File: src/rtl/uart_pkg.sv
// uart_pkg: shared UART types and constants for the transmitter and receiver
package uart_pkg;
    typedef enum logic [2:0] {IDLE, START, DATA, STOP, WAIT_IDLE} uart_rx_state_t;
    localparam int unsigned DefaultCyclesPerBit = 868;
    typedef logic [7:0] UartDataT;
endpackage

File: src/rtl/uart_rx_sync.sv
// uart_rx_sync: 2-flop synchroniser (reset high) with a falling-edge strobe
module uart_rx_sync (
    input  logic clk_i,
    input  logic reset_i,
    input  logic d,
    output logic q,
    output logic fall
);
    logic [2:0] ff;
    always_ff @(posedge clk_i) begin
        if (reset_i) ff <= 3'b111;
        else         ff <= {ff[1:0], d};
    end
    assign q    = ff[1];
    assign fall = ff[2] & ~ff[1];
endmodule

File: src/rtl/uart_rx.sv
// uart_rx: 8N1 UART receiver with mid-bit sampling and a valid/ready output port
module uart_rx import uart_pkg::*; #(
    parameter int unsigned DefaultCyclesPerBit = uart_pkg::DefaultCyclesPerBit,
    parameter int          DataBits            = 8
) (
    input  logic                clk_i,
    input  logic                reset_i,
    input  logic [31:0]         prescaler,
    input  logic                rx,
    output logic [DataBits-1:0] data,
    output logic                valid,
    input  logic                ready,
    output logic                frame_err,
    output logic                overrun
);
    localparam int IW = $clog2(DataBits);
    uart_rx_state_t state, state_next;
    logic rx_s, fall;
    logic [31:0] cpb_q, cnt;
    logic [IW-1:0] idx;
    logic [DataBits-1:0] shift;
    logic commit_q, half_hit, bit_hit, last_bit;
    logic leave_idle, shift_en, stop_ok, stop_bad;

    uart_rx_sync u_sync (
        .clk_i   (clk_i),
        .reset_i (reset_i),
        .d       (rx),
        .q       (rx_s),
        .fall    (fall)
    );

    assign half_hit = cnt == (cpb_q >> 1) - 32'd1;
    assign bit_hit  = cnt == cpb_q - 32'd1;
    assign last_bit = idx == IW'(DataBits - 1);

    always_ff @(posedge clk_i) begin
        if (reset_i) state <= IDLE;
        else         state <= state_next;
    end

    always_comb begin
        state_next = state;
        case (state)
            IDLE:      state_next = fall ? START : IDLE;
            START:     state_next = half_hit ? (rx_s ? IDLE : DATA) : START;
            DATA:      state_next = (bit_hit && last_bit) ? STOP : DATA;
            STOP:      state_next = bit_hit ? (rx_s ? IDLE : WAIT_IDLE) : STOP;
            WAIT_IDLE: state_next = rx_s ? IDLE : WAIT_IDLE;
            default:   state_next = IDLE;
        endcase
    end

    always_comb begin
        leave_idle = state == IDLE && fall;
        shift_en   = state == DATA && bit_hit;
        stop_ok    = state == STOP && bit_hit && rx_s;
        stop_bad   = state == STOP && bit_hit && !rx_s;
    end

    // cpb_q is frozen for the whole frame, so prescaler writes mid-frame are ignored
    always_ff @(posedge clk_i) begin
        if (reset_i) begin
            cpb_q     <= '0;
            cnt       <= '0;
            idx       <= '0;
            shift     <= '0;
            commit_q  <= 1'b0;
            data      <= '0;
            valid     <= 1'b0;
            frame_err <= 1'b0;
            overrun   <= 1'b0;
        end else begin
            if (leave_idle) cpb_q <= (prescaler == 32'd0) ? 32'(DefaultCyclesPerBit) : prescaler;
            cnt       <= (state == IDLE || state_next != state || bit_hit) ? '0 : cnt + 32'd1;
            idx       <= (state == START) ? '0 : shift_en ? idx + 1'b1 : idx;
            if (shift_en) shift <= {rx_s, shift[DataBits-1:1]};
            commit_q  <= stop_ok;
            frame_err <= stop_bad;
            overrun   <= commit_q && valid && !ready;
            if (commit_q) data <= shift;
            valid     <= commit_q || (valid && !ready);
        end
    end
endmodule

File: config.mk
export PLATFORM = sky130hd
export DESIGN_NAME = uart_rx
export DESIGN_NICKNAME = d
export VERILOG_FILES = /design/src/rtl/uart_pkg.sv /design/src/rtl/uart_rx_sync.sv /design/src/rtl/uart_rx.sv
export SDC_FILE = /design/constraint.sdc
export NUM_CORES = 1
export LEC_CHECK = 0
export CAP_MARGIN = 20
export CORE_ASPECT_RATIO = 1.75
export CORE_MARGIN = 1
export CORE_UTILIZATION = 51
export DETAILED_ROUTE_END_ITERATION = 10
export DONT_BUFFER_PORTS = 1
export GPL_TIMING_DRIVEN = 1
export PLACE_DENSITY = 0.66
export SETUP_SLACK_MARGIN = 0.5
export SYNTH_ARGS = -nofsm -noshare
export SYNTH_HDL_FRONTEND = slang
export SYNTH_SLANG_ARGS = --single-unit
File: constraint.sdc
create_clock -name clk_i -period 3.75 [get_ports clk_i]
set_input_delay 0.75 -clock clk_i [delete_from_list [all_inputs] [get_ports clk_i]]
set_output_delay 0.75 -clock clk_i [all_outputs]
set_load 0.01 [all_outputs]
* After elaboration in Yosys (flattened, before gate mapping)
Index checks and enable logic that the tools add are counted.
** Cells by class
- Reductions and logical operators :: 18
- Bitwise gates (word level) :: 2
- Muxes and demuxes :: 8
- Equality and inequality tests :: 8
- Add/sub/neg operators :: 4
** Operator list (number)
- $eq 32x32->1 :: 2
- $add 32x1->32 const B :: 1
- $logic_not 32->1 :: 1
- $mux 32 :: 1
- $sub 31x1->32 const B :: 1
- $sub 32x1->32 const B :: 1
- $pmux 3 s5 :: 1
- $logic_and 1x1->1 :: 9
- $eq 3x2->1 const B :: 2
- $eq 3x3->1 const B :: 2
- $mux 3 :: 2
- $mux 2 :: 2
- $reduce_or 2->1 :: 2
- $add 3x1->3 const B :: 1
- $eq 3x1->1 const B :: 1
- $logic_not 3->1 :: 1
- $logic_or 1x1->1 :: 3
- $ne 3x3->1 :: 1
- $logic_not 1->1 :: 2
- $mux 1 :: 2
- $and 1x1->1 :: 1
- $not 1->1 :: 1
** Storage, ports and cells
- Word-level logic and storage cells :: 51
- Register bits after elaboration :: 93

* Logic depth before layout (Yosys ltp)
Gate-level depths: netlist of run 1.
- Word-level depth :: 9
- Gate-level depth with buffers :: 13
- Gate-level depth less buffers :: 10

* Cells and area by module
From an unflattened synthesis of run 1, not the netlist that was laid out.
** Unflattened totals
- Cells, all modules :: 803
- Area, all modules :: 6503.7 µm²
** By module, submodules not included
- uart_rx :: cells an instance 796, instances 1, area an instance 6418.7 µm²
- uart_rx_sync :: cells an instance 7, instances 1, area an instance 85.1 µm²

* Least setup slack after synthesis of run 1
OpenSTA, ideal clock, no wires.
- Kind :: reg-to-reg
- Start point :: register cpb_q[1]
- End point :: register idx[1]
- Slack :: 0.725 ns
- Stages on the path, launching flop included :: 12
- Arrival time :: 2.910 ns
- Setup time :: 0.115 ns
- Buffers on the path :: 1
- Period minus slack after synthesis :: 3.025 ns
- Data required time :: 3.635 ns
- Cell sequence :: dfxtp_1 -> inv_1 -> ha_1 -> nor3b_2 -> nand4_2 -> or4_1 -> a22o_1 -> a2111oi_4 -> nand4_2 -> buf_6 -> o31a_1 -> o21a_1
** On the way
- Word-level cells in the longest chain between the ends :: 3
** Ends and longest elaborated chain
- start, declared :: RTL line uart_rx.sv:19 : logic [31:0] cpb_q, cnt;
- start signal, assigned :: RTL line uart_rx.sv:74 : if (leave_idle) cpb_q <= (prescaler == 32'd0) ? 32'(DefaultCyclesPerBit) : prescaler;
- $sub 32x1->32 :: RTL line uart_rx.sv:34 : assign bit_hit = cnt == cpb_q - 32'd1;
- $eq 32x32->1 :: RTL line uart_rx.sv:34
- $logic_and 1x1->1 :: RTL line uart_rx.sv:56 : shift_en = state == DATA && bit_hit;
- end signal, assigned :: RTL line uart_rx.sv:76 : idx <= (state == START) ? '0 : shift_en ? idx + 1'b1 : idx;
- end, declared :: RTL line uart_rx.sv:20 : logic [IW-1:0] idx;
Every way passes these cells.
A chain may end at the register's enable or synchronous reset.

* Worst setup path in the final report of run 1
- Start point :: register cpb_q[7]
- End point :: register idx[2]
Same word-level chain as after synthesis.

==> results of run 1 <==
-- state kept, by name, indices dropped and copies added, names as in the netlist, 3 cells and up --
signal,flops
u_sync.ff,3
shift,8
idx,3
state,3
cnt,32
data,8
cpb_q,32
-- worst register-to-register path, cell delays in order, from the launching register on --
cell       delay (ns)
dfxtp_2          0.33
buf_8            0.12
nor4_4           0.41
nand4_2          0.23
or4_1            0.45
a22o_1           0.28
a2111oi_4        0.39
nand4_4          0.24
buf_12           0.20
o31a_1           0.25
o21a_1           0.20
-- power by group through the flow --
stage	combinational (uW)	sequential, uW	clock (uW)
floorplan	464	1030	0
global placement	563	1060	0
detailed placement	566	1060	0
CTS	575	1040	878
global route	703	1050	920
finish	659	1050	860
-- worst paths after layout --
path                            slack [ns]         start  depth (start not counted)            to
worst min-delay path                  0.42  u_sync.ff[0]                          1  u_sync.ff[1]
worst max-delay path                  0.54      cpb_q[7]                         10        idx[2]
worst min register to register        0.42  u_sync.ff[0]                          1  u_sync.ff[1]
worst max register to register        0.54      cpb_q[7]                         10        idx[2]
-- cell families (layout without fill, tap and decap cells) --
kind of cell    after synthesis  after routing  synth area share
buf+inv                      76             67            0.0720
fa+ha+maj                     5              5           0.00960
compound gates              127            127             0.140
flops                        93             93             0.286
mux                          10             10            0.0154
simple gates                366            366             0.327
xor+xnor                    112            112             0.151
-- area by class of cell --
| class | instances | area [sq um] |
|---|---|---|
| Clock buffer | 9 | 225 |
| Clock inverter | 6 | 46.3 |
| Fill cell | 1198 | 5240 |
| Inverter | 9 | 36.3 |
| Multi-Input combinational cell | 620 | 4370 |
| Sequential cell | 93 | 1890 |
| Tap cell | 168 | 210 |
| Timing Repair Buffer | 43 | 419 |
-- repair_timing --
item,CTS,global route
endpoints found under the hold margin,0,0
gates resized for setup,9,45
cloned,0,2
pin swaps,2,15
setup endpoints to repair,48,48
setup buffers,2,15
-- layer usage --
layer	wire, um	part of all wire	track usage
met1	6830	0.34	0.279
met2	10800	0.54	0.548
met3	725	0.036	0.0412
met4	1550	0.078	0.246
met5	0	0	0
-- stage by stage --
step / instance area [sq um] / hold slack (ns)
2_1_floorplan: 6520 / 0.389
6_report: 7190 / 0.418
3_3_place_gp: 6510 / 0.401
3_5_place_dp: 6510 / 0.405
5_1_grt: 7190 / 0.437
4_1_cts: 6830 / 0.423
-- cell usage after synthesis (10+ instances only) --
cell type  instances
dfxtp_1           93
nand2_1           86
xnor2_1           83
nor2_1            58
nor3_1            44
a21oi_1           39
clkbuf_1          33
nand3_1           32
xor2_1            29
nor4_1            26
nand4_1           22
buf_6             15
o31a_1            13
nor4b_2           11
buf_2             10
mux2i_1           10
nor3b_1           10
==> reports/metrics.csv, run 1 <==
stage;metric;value;unit
final_layout;Finished Layout Cells;948;
final_layout;Area growth, synth to finish;10.4;%
sta;Fin. Hold Viols;0;
power;part of the power in registers;0.408;
logic_synthesis;Synth area leaders;dfxtp_1 (29%), xnor2_1 (11%), nand2_1 (5.0%);
final_layout;most common cell after layout, fill and taps aside;nand2_1;
setup_path;slowest cell on the critical path;or4_1;
sta;Final min period;3.21;ns
logic_synthesis;Yosys top cell area share;0.286;
power;Net Sw Power;820;uW
setup_path;CP cell instances;buf_8 > nor4_4 > nand4_2 > or4_1 > a22o_1 > a2111oi_4 > nand4_4 > buf_12 > o31a_1 > o21a_1;
floorplanning;Die H;152;um
final_layout;fin nets;817;
clocking;TritonCTS clock tree;done;
detailed_routing;DRT antenna net count;0;
logic_synthesis;sequential cell area fraction in the yosys report;0.286;
setup_path;CP Launch Type;register;
sta;clk_skew;0.0133;ns
logic_synthesis;Mapped Area;0.00652;sq mm
power;Net Sw Frac;0.320;
final_layout;most frequent cells in the layout;nand2_1 (86), xnor2_1 (83), dfxtp_1 (79), nor2_1 (56), nor3_1 (42);
global_route;GRT Overall Usage;0.295;
global_route;GR Overflow Total;0;
power;P_int;1750;uW
global_route;first-pass GRT wire length;29.0;mm
power;PD cells;357;mW/mm^2
setup_path;Critical Path End Type;register;
setup_path;CP Data Required Time;3.99;ns
setup_path;worst path bufs/invs;2;
clocking;Worst-path clk slew;0.07;ns
detailed_routing;DR vias;6002;
final_layout;ant diodes;0;
detailed_routing;DRC violations left;0;
global_route;largest net degree at the start of global routing;60;
power;Peak VDD IR;0.194;mV
logic_synthesis;#FFs+latches synth;93;
clocking;number of H-tree levels;3;
setup_path;CP top delay family;simple AND/OR/NAND/NOR gates;
outcome;status;finished, final reports clean;
logic_synthesis;number of synthesized flops with an enable pin;0;
sta;unrepaired setup endpoints after global routing;no;
power;leakage power;0.00252;uW
sta;Least-Margin Pin Slew;0.614;ns
run;Max Cap Viol;0;
logic_synthesis;FFs w/ async S/R, synth;0;
sta;Max Clk Rate;0.311;GHz
setup_path;max incr delay on CP;0.45;ns
logic_synthesis;Distinct cells, synth;72;
sta;max-slew violation count;0;
logic_synthesis;Yosys top cell by area;dfxtp_1;
sta;relative slew slack;0.590;
final_layout;share of layout cells above drive strength 1;0.169;
floorplanning;Core Box Area;0.0124;sq mm
placement;HPWL after DPL;15.0;mm
logic_synthesis;Yosys warnings;0;
hold_path;Hold Crit Class;register to register;
power;Power Total;2560;uW
placement;Port Buffer Count;0;
floorplanning;I/O pins;47;
sta;setup ws final;0.539;ns
detailed_routing;mean number of vias per cell;6.33;
placement;dpl ws;0.292;ns
logic_synthesis;prevailing post-synth register cell;dfxtp_1;
setup_path;crit path kind;register to register;
setup_path;CP Max Fanout;7;
logic_synthesis;Post-Syn Area per Cell;8.26;sq um
placement;placed instance count;914;
clocking;hold_buf cts;0;
detailed_routing;DR WL/cell;21.0;um
power;clock power share;0.335;
sta;fin crit share;0.856;
clocking;Worst-Skew Late Latency;0.35;ns
clocking;CTS root buffer;clkbuf_16;
clocking;clock sink total;93;
power;Logic pwr share;0.257;
detailed_routing;Initial DRC Count;486;
global_route;number of global-route vias before repair;5650;
floorplanning;die area;0.0133;sq mm
clocking;CTS Buffer Depth;2;
detailed_routing;total wire length after detailed routing;19.9;mm
logic_synthesis;Cells after Synth;789;
floorplanning;Starting Density;0.524;
sta;Final Setup Violations;0;
setup_path;crit path DAT;3.45;ns
floorplanning;FP Rows;54;
final_layout;Core Util, Final;0.579;
detailed_routing;first drt pass iteration count;5;
placement;GPL Wtd Cong;0.988;
floorplanning;die span in x;87.5;um
logic_synthesis;syn_nets;830;
clocking;CTS buffer count;9;
sta;Final TNS setup;0;ns
global_route;initial antenna violation count;0;
Power figures use the tool's default switching activity.
==> inputs of run 2 (changes only) <==
--- a/config.mk
+++ b/config.mk
@@ -10,10 +10,10 @@
 export CORE_MARGIN = 1
 export CORE_UTILIZATION = 51
 export DETAILED_ROUTE_END_ITERATION = 10
-export DONT_BUFFER_PORTS = 1
 export GPL_TIMING_DRIVEN = 1
-export PLACE_DENSITY = 0.66
+export PLACE_DENSITY = 0.71
 export SETUP_SLACK_MARGIN = 0.5
 export SYNTH_ARGS = -nofsm -noshare
 export SYNTH_HDL_FRONTEND = slang
 export SYNTH_SLANG_ARGS = --single-unit
+export TNS_END_PERCENT = 5
==> run 2 against run 1 <==
Effect of this change:
- core utilization grew 4.8 points
- critical path type unchanged
- first-iteration DRC count fell by 15%
- clock-buffer cell count stayed put
==> reports/metrics.csv, run 2 (synthesis results as in run 1) <==
stage;metric;value;unit
sta;Max Clk Rate;0.310;GHz
sta;unrepaired setup endpoints after global routing;yes;
floorplanning;Starting Density;0.524;
setup_path;Critical Path End Type;register;
setup_path;slowest cell on the critical path;or4_4;
detailed_routing;first drt pass iteration count;7;
detailed_routing;DRT antenna net count;0;
detailed_routing;mean number of vias per cell;6.18;
clocking;TritonCTS clock tree;done;
final_layout;Finished Layout Cells;1011;
setup_path;Reg2Reg Depth;11;
final_layout;footprint of the multi-input gates;0.00435;sq mm
global_route;largest net degree at the start of global routing;39;
sta;Final Setup Violations;0;
setup_path;CP top delay family;compound AO/OA/AOI/OAI gates;
clocking;clock sink total;93;
floorplanning;I/O pins;47;
floorplanning;Core Box Area;0.0124;sq mm
hold_path;Worst Hold Launch;u_sync.ff[0];
floorplanning;FP Rows;54;
setup_path;CP Launch Type;register;
setup_path;setup slack, reg-to-reg;0.52;ns
sta;fin crit share;0.861;
sta;Final TNS setup;0;ns
power;Power Total;2750;uW
sta;Final min period;3.23;ns
power;PD cells;353;mW/mm^2
detailed_routing;Initial DRC Count;411;
detailed_routing;total wire length after detailed routing;20.5;mm
setup_path;Crit. Startpoint;cpb_q[20];
clocking;CTS buffer count;9;
setup_path;CP Max Fanout;7;
setup_path;worst path bufs/invs;3;
global_route;GR Overflow Total;0;
global_route;GRT Overall Usage;0.308;
setup_path;crit path kind;register to register;
final_layout;most common cell after layout, fill and taps aside;nand2_1;
final_layout;most frequent cells in the layout;nand2_1 (86), xnor2_1 (83), dfxtp_1 (79), nor2_1 (56), buf_4 (50);
clocking;hold_buf cts;0;
floorplanning;die area;0.0133;sq mm
hold_path;Worst Hold Depth;1;
sta;Least-Margin Pin Slew;0.577;ns
sta;hold_ws;0.416;ns
setup_path;Critical R2R Capture;idx[2];
final_layout;Core Util, Final;0.627;
placement;GPL Wtd Cong;1.02;
power;leakage power;0.00279;uW
final_layout;ant diodes;0;
hold_path;Hold EP;u_sync.ff[1];
detailed_routing;DR vias;6246;
power;Peak VDD IR;0.243;mV
floorplanning;Die H;152;um
clocking;number of H-tree levels;3;
clocking;CTS Buffer Depth;2;
setup_path;CP Data Required Time;4.00;ns
outcome;status;finished, final reports clean;
final_layout;Filler cells;1129;
floorplanning;die span in x;87.5;um
final_layout;Area growth, synth to finish;19.5;%
detailed_routing;DRC violations left;0;
detailed_routing;DR WL/cell;20.3;um
sta;relative slew slack;0.615;
sta;Fin. Hold Viols;0;
final_layout;Register Area;0.00189;sq mm
global_route;number of global-route vias before repair;5929;
placement;HPWL after DPL;15.4;mm
global_route;initial antenna violation count;0;
placement;placed instance count;969;
clocking;Worst-Skew Late Latency;0.35;ns
placement;Port Buffer Count;46;
sta;max-slew violation count;0;
sta;clk_skew;0.0111;ns
clocking;CTS root buffer;clkbuf_16;
setup_path;CP cell instances;buf_6 > nor4_4 > buf_4 > xnor2_1 > or4_4 > a22o_4 > a2111oi_4 > nand4_4 > clkbuf_16 > o31a_1 > o21a_1;
setup_path;max incr delay on CP;0.43;ns
setup_path;crit path DAT;3.48;ns
final_layout;fin nets;879;
hold_path;Hold Crit Class;register to register;
run;Max Cap Viol;0;
final_layout;share of layout cells above drive strength 1;0.176;
setup_path;FF-to-FF Start;cpb_q[20];
clocking;Worst-path clk slew;0.07;ns
final_layout;biggest regs;cnt (32), cpb_q (32);
global_route;first-pass GRT wire length;30.5;mm
-- run 2: metal layers --
metal / vias to the layer above / routed length (um) / track usage
li1: 2931 / - / -
met4: 0 / 1600 / 0.226
met1: 2985 / 6960 / 0.287
met5: - / 0 / 0
met2: 228 / 11200 / 0.588
met3: 102 / 757 / 0.0460
-- run 2: timing repair --
action / in CTS / in global routing
endpoints found under the setup margin: 48 / 48
setup buffers: 6 / 18
resized for setup: 9 / 48
gates cloned: 0 / 2
pin swaps: 4 / 9
-- run 2: worst max-delay path by stage --
stage               slack (ns)      end  cells past startpoint
global route              0.40   idx[2]                     13
detailed placement        0.25  cnt[16]                     13
global placement          0.29  cnt[22]                     13
floorplan                 0.73   idx[1]                     11
CTS                       0.50   cnt[2]                     12
finish                    0.52   idx[2]                     11
-- run 2: layout make-up --
type | count | area share
Clock buffer | 9 | 0.0289
Clock inverter | 7 | 0.0117
Inverter | 9 | 0.00498
Multi-Input combinational cell | 620 | 0.558
Sequential cell | 93 | 0.243
Tap cell | 168 | 0.0270
Timing Repair Buffer | 105 | 0.127
-- run 2: stage by stage --
stage / cell area (sq um) / worst slack, ns
finish: 7790 / 0.521
global placement: 7030 / 0.289
floorplan: 6520 / 0.725
global route: 7790 / 0.405
detailed placement: 7030 / 0.247
CTS: 7430 / 0.503
-- run 2: report_power, final --
| part | switching [uW] | internal, uW | leakage (uW) |
|---|---|---|---|
| sequential | 36.6 | 1000 | 0.000760 |
| clock | 443 | 534 | 0.000151 |
| combinational | 404 | 333 | 0.00188 |
-- run 2: worst register-to-register path, stage by stage (launching register included) --
cell and delay (ns):
dfxtp_1 0.34, buf_6 0.16, nor4_4 0.36, buf_4 0.20
xnor2_1 0.08, or4_4 0.43, a22o_4 0.29, a2111oi_4 0.41
nand4_4 0.22, clkbuf_16 0.22, o31a_1 0.24, o21a_1 0.18
